[config.mk]
export PLATFORM = sky130hd
export DESIGN_NAME = uart_wishbone_master_flat
export DESIGN_NICKNAME = d
export VERILOG_FILES = /design/src/rtl/uart_wishbone_master_if.sv /design/src/rtl/uart_wishbone_master.sv /design/src/flat_wrapper.sv
export SDC_FILE = /design/constraint.sdc
export NUM_CORES = 1
export LEC_CHECK = 0
export BUFFER_PORTS_ARGS = -buffer_cell sky130_fd_sc_hd__buf_2
export CAP_MARGIN = 20
export CORE_MARGIN = 5
export CORE_UTILIZATION = 30
export CTS_BUF_LIST = sky130_fd_sc_hd__clkbuf_16
export CTS_CLUSTER_SIZE = 10
export DETAILED_ROUTE_END_ITERATION = 8
export MAX_ROUTING_LAYER = met4
export PLACE_DENSITY_LB_ADDON = 0.12
export SLEW_MARGIN = 20
export SYNTH_ARGS = -nofsm -noshare
export SYNTH_HDL_FRONTEND = slang
export SYNTH_SLANG_ARGS = --single-unit
[constraint.sdc]
create_clock -name clk_i -period 3.65 [get_ports clk_i]
set_input_delay 0.73 -clock clk_i [delete_from_list [all_inputs] [get_ports clk_i]]
set_output_delay 0.73 -clock clk_i [all_outputs]
set_load 0.01 [all_outputs]
[src/rtl/uart_wishbone_master_if.sv]
// Wishbone bus bundle for uart_wishbone_master.
// The master modport drives the cycle; the slave modport returns termination and read data.
interface uart_wishbone_master_if #(
  parameter int ADDR_WIDTH = 23
);
  logic                  cyc_o;
  logic                  stb_o;
  logic                  we_o;
  logic [ADDR_WIDTH-1:0] adr_o;
  logic [7:0]            dat_o;
  logic                  ack_i;
  logic                  err_i;
  logic                  rty_i;
  logic [7:0]            dat_i;

  modport master (
    output cyc_o, stb_o, we_o, adr_o, dat_o,
    input  ack_i, err_i, rty_i, dat_i
  );

  modport slave (
    input  cyc_o, stb_o, we_o, adr_o, dat_o,
    output ack_i, err_i, rty_i, dat_i
  );
endinterface

[src/rtl/uart_wishbone_master.sv]
// UART (8N1) to Wishbone bridge: a host sends CMD, address and write data
// bytes; the bridge runs single or burst Wishbone cycles and replies over TX.
// Optional feature macro UART_WB_STATUS_EN: status byte after every command
// and abort of the remaining burst on the first non-ack termination.
module uart_wishbone_master #(
  parameter int CLKS_PER_BIT   = 16,
  parameter int ADDR_WIDTH     = 23,
  parameter int TIMEOUT_CYCLES = 64
) (
  input  logic                   clk_i,
  input  logic                   rst_i,
  input  logic                   uart_rxd,
  output logic                   uart_txd,
  uart_wishbone_master_if.master wb
);
  localparam int ADDR_BYTES = (ADDR_WIDTH + 7) / 8;
  localparam int AB_W       = ADDR_BYTES * 8;
  localparam int TMR_W      = $clog2(TIMEOUT_CYCLES + 1);
`ifdef UART_WB_STATUS_EN
  localparam bit STATUS_EN = 1'b1;
`else
  localparam bit STATUS_EN = 1'b0;
`endif

  typedef enum logic [1:0] {RX_IDLE, RX_START, RX_DATA, RX_STOP} rx_state_t;
  typedef enum logic [2:0] {IDLE, ADDR, WR_DATA, WR_WB, RD_WB, RD_TX, STATUS_TX} state_t;

  logic            rxd_meta, rxd_sync, rxd_prev;
  rx_state_t       rx_state;
  logic [7:0]      rx_cnt;
  logic [2:0]      rx_bit;
  logic [7:0]      rx_shift;
  logic            rx_done, rx_ferr;

  logic            tx_start;
  logic [7:0]      tx_byte;
  logic            tx_busy, tx_done;
  logic [7:0]      tx_cnt;
  logic [3:0]      tx_bit;
  logic [8:0]      tx_shift;

  state_t          state;
  logic            byte_pend;
  logic [7:0]      byte_buf;
  logic            wr;
  logic [6:0]      len_m1, beat;
  logic [2:0]      addr_idx;
  logic [ADDR_WIDTH-1:0] base;
  logic [AB_W-1:0] base_next;
  logic [TMR_W-1:0] timer;
  logic [1:0]      status, term_code, first_status;
  logic            term, aborted;
  logic            addr_unused;

  // Two-flop synchroniser plus one delayed copy for falling-edge detection.
  always_ff @(posedge clk_i) begin
    if (rst_i) begin
      rxd_meta <= 1'b1;
      rxd_sync <= 1'b1;
      rxd_prev <= 1'b1;
    end else begin
      rxd_meta <= uart_rxd;
      rxd_sync <= rxd_meta;
      rxd_prev <= rxd_sync;
    end
  end

  // Receiver: start edge, mid-bit glitch re-check, then one sample per bit time.
  always_ff @(posedge clk_i) begin
    if (rst_i) begin
      rx_state <= RX_IDLE;
      rx_cnt   <= '0;
      rx_bit   <= '0;
      rx_shift <= '0;
      rx_done  <= 1'b0;
      rx_ferr  <= 1'b0;
    end else begin
      rx_done <= 1'b0;
      rx_ferr <= 1'b0;
      case (rx_state)
        RX_IDLE: begin
          if (rxd_prev && !rxd_sync) begin
            rx_state <= RX_START;
            rx_cnt   <= '0;
          end
        end
        RX_START: begin
          if (rx_cnt == 8'(CLKS_PER_BIT / 2 - 1)) begin
            rx_cnt   <= '0;
            rx_bit   <= '0;
            rx_state <= rxd_sync ? RX_IDLE : RX_DATA;
          end else begin
            rx_cnt <= rx_cnt + 8'd1;
          end
        end
        RX_DATA: begin
          if (rx_cnt == 8'(CLKS_PER_BIT - 1)) begin
            rx_cnt   <= '0;
            rx_shift <= {rxd_sync, rx_shift[7:1]};
            rx_bit   <= rx_bit + 3'd1;
            if (rx_bit == 3'd7) rx_state <= RX_STOP;
          end else begin
            rx_cnt <= rx_cnt + 8'd1;
          end
        end
        RX_STOP: begin
          if (rx_cnt == 8'(CLKS_PER_BIT - 1)) begin
            rx_cnt   <= '0;
            rx_done  <= rxd_sync;
            rx_ferr  <= !rxd_sync;
            rx_state <= RX_IDLE;
          end else begin
            rx_cnt <= rx_cnt + 8'd1;
          end
        end
        default: rx_state <= RX_IDLE;
      endcase
    end
  end

  // Transmitter: start bit, eight data bits LSB first, stop bit; done pulses at stop end.
  always_ff @(posedge clk_i) begin
    if (rst_i) begin
      uart_txd <= 1'b1;
      tx_busy  <= 1'b0;
      tx_done  <= 1'b0;
      tx_cnt   <= '0;
      tx_bit   <= '0;
      tx_shift <= '1;
    end else begin
      tx_done <= 1'b0;
      if (!tx_busy) begin
        if (tx_start) begin
          uart_txd <= 1'b0;
          tx_shift <= {1'b1, tx_byte};
          tx_busy  <= 1'b1;
          tx_cnt   <= '0;
          tx_bit   <= '0;
        end
      end else if (tx_cnt == 8'(CLKS_PER_BIT - 1)) begin
        tx_cnt <= '0;
        if (tx_bit == 4'd9) begin
          tx_busy <= 1'b0;
          tx_done <= 1'b1;
        end else begin
          uart_txd <= tx_shift[0];
          tx_shift <= {1'b1, tx_shift[8:1]};
          tx_bit   <= tx_bit + 4'd1;
        end
      end else begin
        tx_cnt <= tx_cnt + 8'd1;
      end
    end
  end

  // Address assembly with the incoming byte, and termination decode (err > rty > ack > timeout).
  always_comb begin
    base_next = AB_W'(base);
    base_next[{addr_idx, 3'b000} +: 8] = byte_buf;
    term      = 1'b1;
    term_code = 2'd0;
    if (wb.err_i)                                   term_code = 2'd1;
    else if (wb.rty_i)                              term_code = 2'd2;
    else if (wb.ack_i)                              term_code = 2'd0;
    else if (timer == TMR_W'(TIMEOUT_CYCLES - 1))   term_code = 2'd3;
    else                                            term      = 1'b0;
    first_status = (status == 2'd0) ? term_code : status;
  end

  assign addr_unused = ^base_next;

  // Frame parser and Wishbone master; all bus outputs are registered here.
  always_ff @(posedge clk_i) begin
    if (rst_i) begin
      state     <= IDLE;
      byte_pend <= 1'b0;
      byte_buf  <= '0;
      wr        <= 1'b0;
      len_m1    <= '0;
      beat      <= '0;
      addr_idx  <= '0;
      base      <= '0;
      timer     <= '0;
      status    <= '0;
      aborted   <= 1'b0;
      tx_start  <= 1'b0;
      tx_byte   <= '0;
      wb.cyc_o  <= 1'b0;
      wb.stb_o  <= 1'b0;
      wb.we_o   <= 1'b0;
      wb.adr_o  <= '0;
      wb.dat_o  <= '0;
    end else begin
      tx_start <= 1'b0;
      case (state)
        IDLE: begin
          if (byte_pend) begin
            byte_pend <= 1'b0;
            wr        <= byte_buf[7];
            len_m1    <= byte_buf[6:0];
            beat      <= '0;
            addr_idx  <= '0;
            base      <= '0;
            status    <= '0;
            aborted   <= 1'b0;
            state     <= ADDR;
          end
        end
        ADDR: begin
          if (byte_pend) begin
            byte_pend <= 1'b0;
            base      <= base_next[ADDR_WIDTH-1:0];
            if (addr_idx == 3'(ADDR_BYTES - 1)) begin
              if (wr) begin
                state <= WR_DATA;
              end else begin
                wb.adr_o <= base_next[ADDR_WIDTH-1:0];
                wb.we_o  <= 1'b0;
                wb.cyc_o <= 1'b1;
                wb.stb_o <= 1'b1;
                timer    <= '0;
                state    <= RD_WB;
              end
            end else begin
              addr_idx <= addr_idx + 3'd1;
            end
          end
        end
        WR_DATA: begin
          if (byte_pend) begin
            byte_pend <= 1'b0;
            if (aborted) begin
              if (beat == len_m1) begin
                tx_start <= 1'b1;
                tx_byte  <= {6'd0, status};
                state    <= STATUS_TX;
              end else begin
                beat <= beat + 7'd1;
              end
            end else begin
              wb.dat_o <= byte_buf;
              wb.adr_o <= base + ADDR_WIDTH'(beat);
              wb.we_o  <= 1'b1;
              wb.cyc_o <= 1'b1;
              wb.stb_o <= 1'b1;
              timer    <= '0;
              state    <= WR_WB;
            end
          end
        end
        WR_WB: begin
          if (term) begin
            wb.cyc_o <= 1'b0;
            wb.stb_o <= 1'b0;
            status   <= first_status;
            if (beat == len_m1) begin
              tx_start <= 1'b1;
              tx_byte  <= STATUS_EN ? {6'd0, first_status} : 8'h00;
              state    <= STATUS_TX;
            end else begin
              beat    <= beat + 7'd1;
              aborted <= STATUS_EN && (term_code != 2'd0);
              state   <= WR_DATA;
            end
          end else begin
            timer <= timer + TMR_W'(1);
          end
        end
        RD_WB: begin
          byte_pend <= 1'b0;
          if (term) begin
            wb.cyc_o <= 1'b0;
            wb.stb_o <= 1'b0;
            status   <= first_status;
            aborted  <= STATUS_EN && (term_code != 2'd0);
            tx_byte  <= (term_code == 2'd0) ? wb.dat_i : 8'h00;
            tx_start <= 1'b1;
            state    <= RD_TX;
          end else begin
            timer <= timer + TMR_W'(1);
          end
        end
        RD_TX: begin
          byte_pend <= 1'b0;
          if (tx_done) begin
            if (beat == len_m1 || aborted) begin
              if (STATUS_EN) begin
                tx_start <= 1'b1;
                tx_byte  <= {6'd0, status};
                state    <= STATUS_TX;
              end else begin
                state <= IDLE;
              end
            end else begin
              beat     <= beat + 7'd1;
              wb.adr_o <= base + ADDR_WIDTH'(beat + 7'd1);
              wb.cyc_o <= 1'b1;
              wb.stb_o <= 1'b1;
              timer    <= '0;
              state    <= RD_WB;
            end
          end
        end
        STATUS_TX: begin
          if (tx_done) state <= IDLE;
        end
        default: state <= IDLE;
      endcase

      if (rx_done && state != RD_WB && state != RD_TX) begin
        byte_pend <= 1'b1;
        byte_buf  <= rx_shift;
      end

      if (rx_ferr && (state == IDLE || state == ADDR || state == WR_DATA)) begin
        byte_pend <= 1'b0;
        wb.cyc_o  <= 1'b0;
        wb.stb_o  <= 1'b0;
        state     <= IDLE;
      end
    end
  end
endmodule

[src/flat_wrapper.sv]
// flat-port wrapper written by rule: the top's interface ports become plain ports
module uart_wishbone_master_flat 
#(
  parameter int CLKS_PER_BIT   = 16,
  parameter int ADDR_WIDTH     = 23,
  parameter int TIMEOUT_CYCLES = 64
)
  (clk_i, rst_i, uart_rxd, uart_txd, wb_cyc_o, wb_stb_o, wb_we_o, wb_adr_o, wb_dat_o, wb_ack_i, wb_err_i, wb_rty_i, wb_dat_i);
  uart_wishbone_master_if #(.ADDR_WIDTH(ADDR_WIDTH)) wb_i ();
  input  logic clk_i;
  input  logic rst_i;
  input  logic uart_rxd;
  output logic uart_txd;
  output wire logic [$bits(wb_i.cyc_o)-1:0] wb_cyc_o;
  output wire logic [$bits(wb_i.stb_o)-1:0] wb_stb_o;
  output wire logic [$bits(wb_i.we_o)-1:0] wb_we_o;
  output wire logic [$bits(wb_i.adr_o)-1:0] wb_adr_o;
  output wire logic [$bits(wb_i.dat_o)-1:0] wb_dat_o;
  input wire logic [$bits(wb_i.ack_i)-1:0] wb_ack_i;
  input wire logic [$bits(wb_i.err_i)-1:0] wb_err_i;
  input wire logic [$bits(wb_i.rty_i)-1:0] wb_rty_i;
  input wire logic [$bits(wb_i.dat_i)-1:0] wb_dat_i;
  assign wb_cyc_o = wb_i.cyc_o;
  assign wb_stb_o = wb_i.stb_o;
  assign wb_we_o = wb_i.we_o;
  assign wb_adr_o = wb_i.adr_o;
  assign wb_dat_o = wb_i.dat_o;
  assign wb_i.ack_i = wb_ack_i;
  assign wb_i.err_i = wb_err_i;
  assign wb_i.rty_i = wb_rty_i;
  assign wb_i.dat_i = wb_dat_i;
  uart_wishbone_master #(.CLKS_PER_BIT(CLKS_PER_BIT), .ADDR_WIDTH(ADDR_WIDTH), .TIMEOUT_CYCLES(TIMEOUT_CYCLES)) u_core (.clk_i(clk_i), .rst_i(rst_i), .uart_rxd(uart_rxd), .uart_txd(uart_txd), .wb(wb_i));
endmodule
==> report_table.html <==
<table>
<tr><th>Metric</th><th>Value</th></tr>
<tr><th colspan="2">Run status</th></tr>
<tr><td>Status</td><td>finished clean</td></tr>
<tr><th colspan="2">Clock tree</th></tr>
<tr><td>TritonCTS clock tree</td><td>built</td></tr>
<tr><td>Total number of clock tree sinks</td><td>~150</td></tr>
<tr><td>Post-CTS repair timing setup buffer count</td><td>0</td></tr>
<tr><td>Num CTS Buffers</td><td>17</td></tr>
<tr><td>Clock Root Buffer</td><td>sky130_fd_sc_hd__clkbuf_16</td></tr>
<tr><td>Hold-fix buffers at CTS</td><td>0</td></tr>
<tr><td>Worst-path clk slew</td><td>around 70 ps</td></tr>
<tr><td>Clock H-tree levels</td><td>4</td></tr>
<tr><td>Max Root-Sink Buffers</td><td>2</td></tr>
<tr><td>Number of gates resized after cts</td><td>0</td></tr>
<tr><td>Clk_lat worst skew</td><td>420 ps</td></tr>
<tr><th colspan="2">Worst setup path</th></tr>
<tr><td>Total buffers and inverters traversed by the critical path</td><td>0</td></tr>
<tr><td>Library cell contributing the largest single delay on the critical path</td><td>sky130_fd_sc_hd__nor2_1</td></tr>
<tr><td>Req. time, crit path</td><td>3950 ps</td></tr>
<tr><td>Setup crit start kind</td><td>register</td></tr>
<tr><td>Chain of cells forming the critical path</td><td>ha_1 -&gt; and3_1 -&gt; nand3_1 -&gt; nor2_1 -&gt; xor2_1 -&gt; ha_1 -&gt; a21oi_1 -&gt; o221ai_1 -&gt; nor2_1 -&gt; nor3_1 -&gt; a211oi_1 -&gt; o32ai_1</td></tr>
<tr><td>Maximum net fanout on the critical path</td><td>9</td></tr>
<tr><td>Worst Path Arrival</td><td>between 3000 and 4000 ps</td></tr>
<tr><td>Slowest cell delay on critical path</td><td>540 ps</td></tr>
<tr><td>Critical Path End Type</td><td>register</td></tr>
<tr><td>Crit path max-delay family</td><td>simple AND/OR/NAND/NOR gates</td></tr>
<tr><td>Category of the critical setup timing path</td><td>register to register</td></tr>
<tr><th colspan="2">Detailed routing</th></tr>
<tr><td>Final routed DRC violation total</td><td>0</td></tr>
<tr><td>Detailed-route vias per instance</td><td>5.23</td></tr>
<tr><td>First-pass iteration count of the detailed router</td><td>5</td></tr>
<tr><td>Routed len/inst</td><td>17.3 um</td></tr>
<tr><td>Detailed-route wire length</td><td>22400 um</td></tr>
<tr><td>Routed Antenna Nets</td><td>0</td></tr>
<tr><td>Initial drt markers</td><td>398</td></tr>
<tr><td>DR vias</td><td>6781</td></tr>
<tr><th colspan="2">Floorplanning</th></tr>
<tr><td>Initial core utilization</td><td>0.306</td></tr>
<tr><td>DIE AREA</td><td>29200 um2</td></tr>
<tr><td>Ports</td><td>~50</td></tr>
<tr><td>Area of the core</td><td>25300 um2</td></tr>
<tr><td>Chip height</td><td>171 um</td></tr>
<tr><td>Horizontal extent of the die</td><td>about 170 um</td></tr>
<tr><td>Site row count</td><td>between 50 and 60</td></tr>
<tr><th colspan="2">Cells and area</th></tr>
<tr><td>Fraction of final layout cells with drive strength greater than 1</td><td>0.131</td></tr>
<tr><td>Final layout net count</td><td>994</td></tr>
<tr><td>Filler cell count in the final layout</td><td>2668</td></tr>
<tr><td>Highest-count cells in the layout ignoring fill and taps</td><td>sky130_fd_sc_hd__dfxtp_1, sky130_fd_sc_hd__nand2_1, sky130_fd_sc_hd__nor2_1, sky130_fd_sc_hd__a21oi_1, sky130_fd_sc_hd__buf_2</td></tr>
<tr><td>Area added between synthesis and finish</td><td>14.1%</td></tr>
<tr><td>Most common cell after layout, fill and taps aside</td><td>sky130_fd_sc_hd__dfxtp_1</td></tr>
<tr><td>Ant diodes</td><td>0</td></tr>
<tr><th colspan="2">Synthesis</th></tr>
<tr><td>Warning count from the yosys run</td><td>0</td></tr>
<tr><td>Synth Flop Type</td><td>sky130_fd_sc_hd__dfxtp_1</td></tr>
<tr><td>Total of flip-flops plus latches after synthesis</td><td>151</td></tr>
<tr><td>Post-synthesis cell count</td><td>926</td></tr>
<tr><td>Portion of the post-synthesis area used by sequential elements</td><td>0.390</td></tr>
<tr><td>Number of different library cells in the post-synthesis netlist</td><td>81</td></tr>
<tr><td>Ys async rst share</td><td>0</td></tr>
<tr><td>Number of synthesized flops with an enable pin</td><td>0</td></tr>
<tr><td>Post-synthesis instance area</td><td>7760 um2</td></tr>
<tr><td>Synthesized net count</td><td>965</td></tr>
<tr><td>Average cell area after synthesis</td><td>around 8.4 um2</td></tr>
<tr><th colspan="2">STA</th></tr>
<tr><td>Shortest period the worst path allows</td><td>approximately 3200 ps</td></tr>
<tr><td>Worst slew pin tran</td><td>910 ps</td></tr>
<tr><td>Final-report setup violation count</td><td>0</td></tr>
<tr><td>Final-report hold violation count</td><td>0</td></tr>
<tr><td>Final setup TNS</td><td>0 ps</td></tr>
<tr><td>Skew final</td><td>10.2 ps</td></tr>
<tr><td>Final worst-path cycle share</td><td>0.875</td></tr>
<tr><td>Worst hold slack after final layout</td><td>between 400 and 500 ps</td></tr>
<tr><td>Slew Viols, Final</td><td>0</td></tr>
<tr><td>RSZ-0062 raised after global routing</td><td>no</td></tr>
<tr><td>Achievable Freq</td><td>313 MHz</td></tr>
<tr><td>Relative max-transition margin</td><td>0.388</td></tr>
<tr><th colspan="2">Global route</th></tr>
<tr><td>Wire length of the first global-routing pass</td><td>36100 um</td></tr>
<tr><td>Total track usage</td><td>0.159</td></tr>
<tr><td>Number of global-route vias before repair</td><td>6573</td></tr>
<tr><td>Maximum number of pins on one net before global-route repair</td><td>57</td></tr>
<tr><td>Congestion Overflow GR</td><td>0</td></tr>
<tr><td>Initial antenna violation count</td><td>0</td></tr>
<tr><th colspan="2">Pwr</th></tr>
<tr><td>Portion of total power attributed to combinational logic</td><td>0.029</td></tr>
<tr><td>Cell area power density</td><td>just under 400 nW/um2</td></tr>
<tr><td>Proportion of power drawn by flip-flops and latches</td><td>0.470</td></tr>
<tr><td>Static power due to leakage</td><td>approximately 3.3 nW</td></tr>
<tr><td>Largest vdd supply drop</td><td>roughly 0.22 mV</td></tr>
<tr><td>Proportion of power drawn by the clock network</td><td>0.501</td></tr>
<tr><td>Net load switching power</td><td>0.827 mW</td></tr>
<tr><td>Net switching share of the total power</td><td>0.235</td></tr>
<tr><td>Internal power contribution</td><td>about 2.7 mW</td></tr>
<tr><th colspan="2">Place</th></tr>
<tr><td>Number of buffers inserted by port buffering</td><td>48</td></tr>
<tr><td>Placed wire-length estimate after detailed placement</td><td>15800 um</td></tr>
<tr><td>Routability cong.</td><td>0.889</td></tr>
<tr><th colspan="2">Hold path</th></tr>
<tr><td>Class of the worst hold path</td><td>register to register</td></tr>
<tr><th colspan="2">Run</th></tr>
<tr><td>Number of max-capacitance violations reported</td><td>0</td></tr>
</table>
-- final cells by class --
class | count | area, um2 | share of cell area
clock inverter | 14 | 153 | 0.0172
multi-input combinational | 701 | 4400 | 0.497
sequential | 151 | 3020 | 0.341
clock buffer | 17 | 425 | 0.0480
tap | 330 | 413 | 0.0466
inverter | 20 | 75.1 | 0.00848
timing repair buffer | 64 | 363 | 0.0410
-- metal layers --
| layer | vias up | part of all wire | GRT usage |
|---|---|---|---|
| li1 | 3401 | - | - |
| met3 | 24 | 0.037 | 0.0287 |
| met4 | 0 | 0.018 | 0.0420 |
| met5 | - | 0 | - |
| met1 | 3222 | 0.51 | 0.225 |
| met2 | 134 | 0.43 | 0.235 |
-- path summary, 6_finish.rpt --
check,cells past startpoint,end,slack (ps),startpoint
worst max register to register,12,u_core.wb.adr_o[17]$_SDFFE_PP0P_,460,u_core.beat[0]$_SDFFE_PP0P_
worst min register to register,1,u_core.rxd_sync$_SDFF_PP1_,420,u_core.rxd_meta$_SDFF_PP1_
worst max-delay path,12,u_core.wb.adr_o[17]$_SDFFE_PP0P_,460,u_core.beat[0]$_SDFFE_PP0P_
worst min-delay path,1,u_core.rxd_sync$_SDFF_PP1_,420,u_core.rxd_meta$_SDFF_PP1_
-- stage by stage --
stage	instances	setup WS, ps	power, mW	util	area (um2)
4_1_cts	1297	466	3.57	0.350	8850
3_3_place_gp	1266	488	1.80	0.327	8280
3_5_place_dp	1266	449	1.80	0.327	8280
5_1_grt	1297	64.5	3.66	0.350	8850
2_1_floorplan	926	966	1.76	-	7760
6_report	1297	456	3.52	0.350	8850
-- kinds of logic after synthesis --
family | after synthesis | share of synthesized area
XOR/XNOR | 33 | 0.0373
multiplexers | 32 | 0.0419
flip-flops | 151 | 0.390
AND/OR/NAND/NOR | 384 | 0.244
adder cells (fa/ha/maj) | 25 | 0.0413
buffers and inverters | 74 | 0.0429
AO/OA/AOI/OAI | 227 | 0.203
-- synthesized netlist by cell type (all sizes together) (6+ instances only) --
library cell / n / area [um2]
o21ai: 44 / 231
a21oi: 68 / 344
nand3b: 8 / 60.1
a22o: 9 / 78.8
xor2: 18 / 158
buf: 21 / 126
a31oi: 6 / 43.8
a22oi: 22 / 165
clkbuf: 32 / 121
ha: 24 / 300
nand4: 11 / 68.8
or3: 8 / 50.1
nor4: 9 / 98.8
nand2b: 9 / 56.3
nor3b: 8 / 60.1
dfxtp: 151 / 3020
a211oi: 11 / 95.1
nor3: 37 / 210
o32ai: 7 / 61.3
o211ai: 11 / 82.6
mux2i: 28 / 280
xnor2: 15 / 131
and3: 18 / 118
nor2b: 8 / 50.1
inv: 20 / 75.1
nand3: 34 / 175
nand2: 129 / 484
and2: 6 / 37.5
nor2: 87 / 327
-- power by group through the flow --
stage,registers [mW],clock network [mW],logic (mW)
2_1_floorplan,1.69,0,0.0714
3_3_place_gp,1.69,0,0.106
3_5_place_dp,1.69,0,0.105
4_1_cts,1.66,1.81,0.105
5_1_grt,1.66,1.89,0.116
6_report,1.66,1.76,0.102
-- flip-flops by register name (all words and copies together) (netlist names), 3 cells and up, named ones only --
name and flops:
u_core.rx_shift 8, u_core.wb.adr_o 23, u_core.timer 7, u_core.tx_cnt 8, u_core.rx_bit 3, u_core.tx_bit 4
u_core.byte_buf 8, u_core.len_m1 7, u_core.beat 7, u_core.tx_byte 8, u_core.wb.dat_o 8, u_core.state 3
u_core.base 23, u_core.tx_shift 8, u_core.addr_idx 3, u_core.rx_cnt 8
Power figures use the tool's default switching activity.
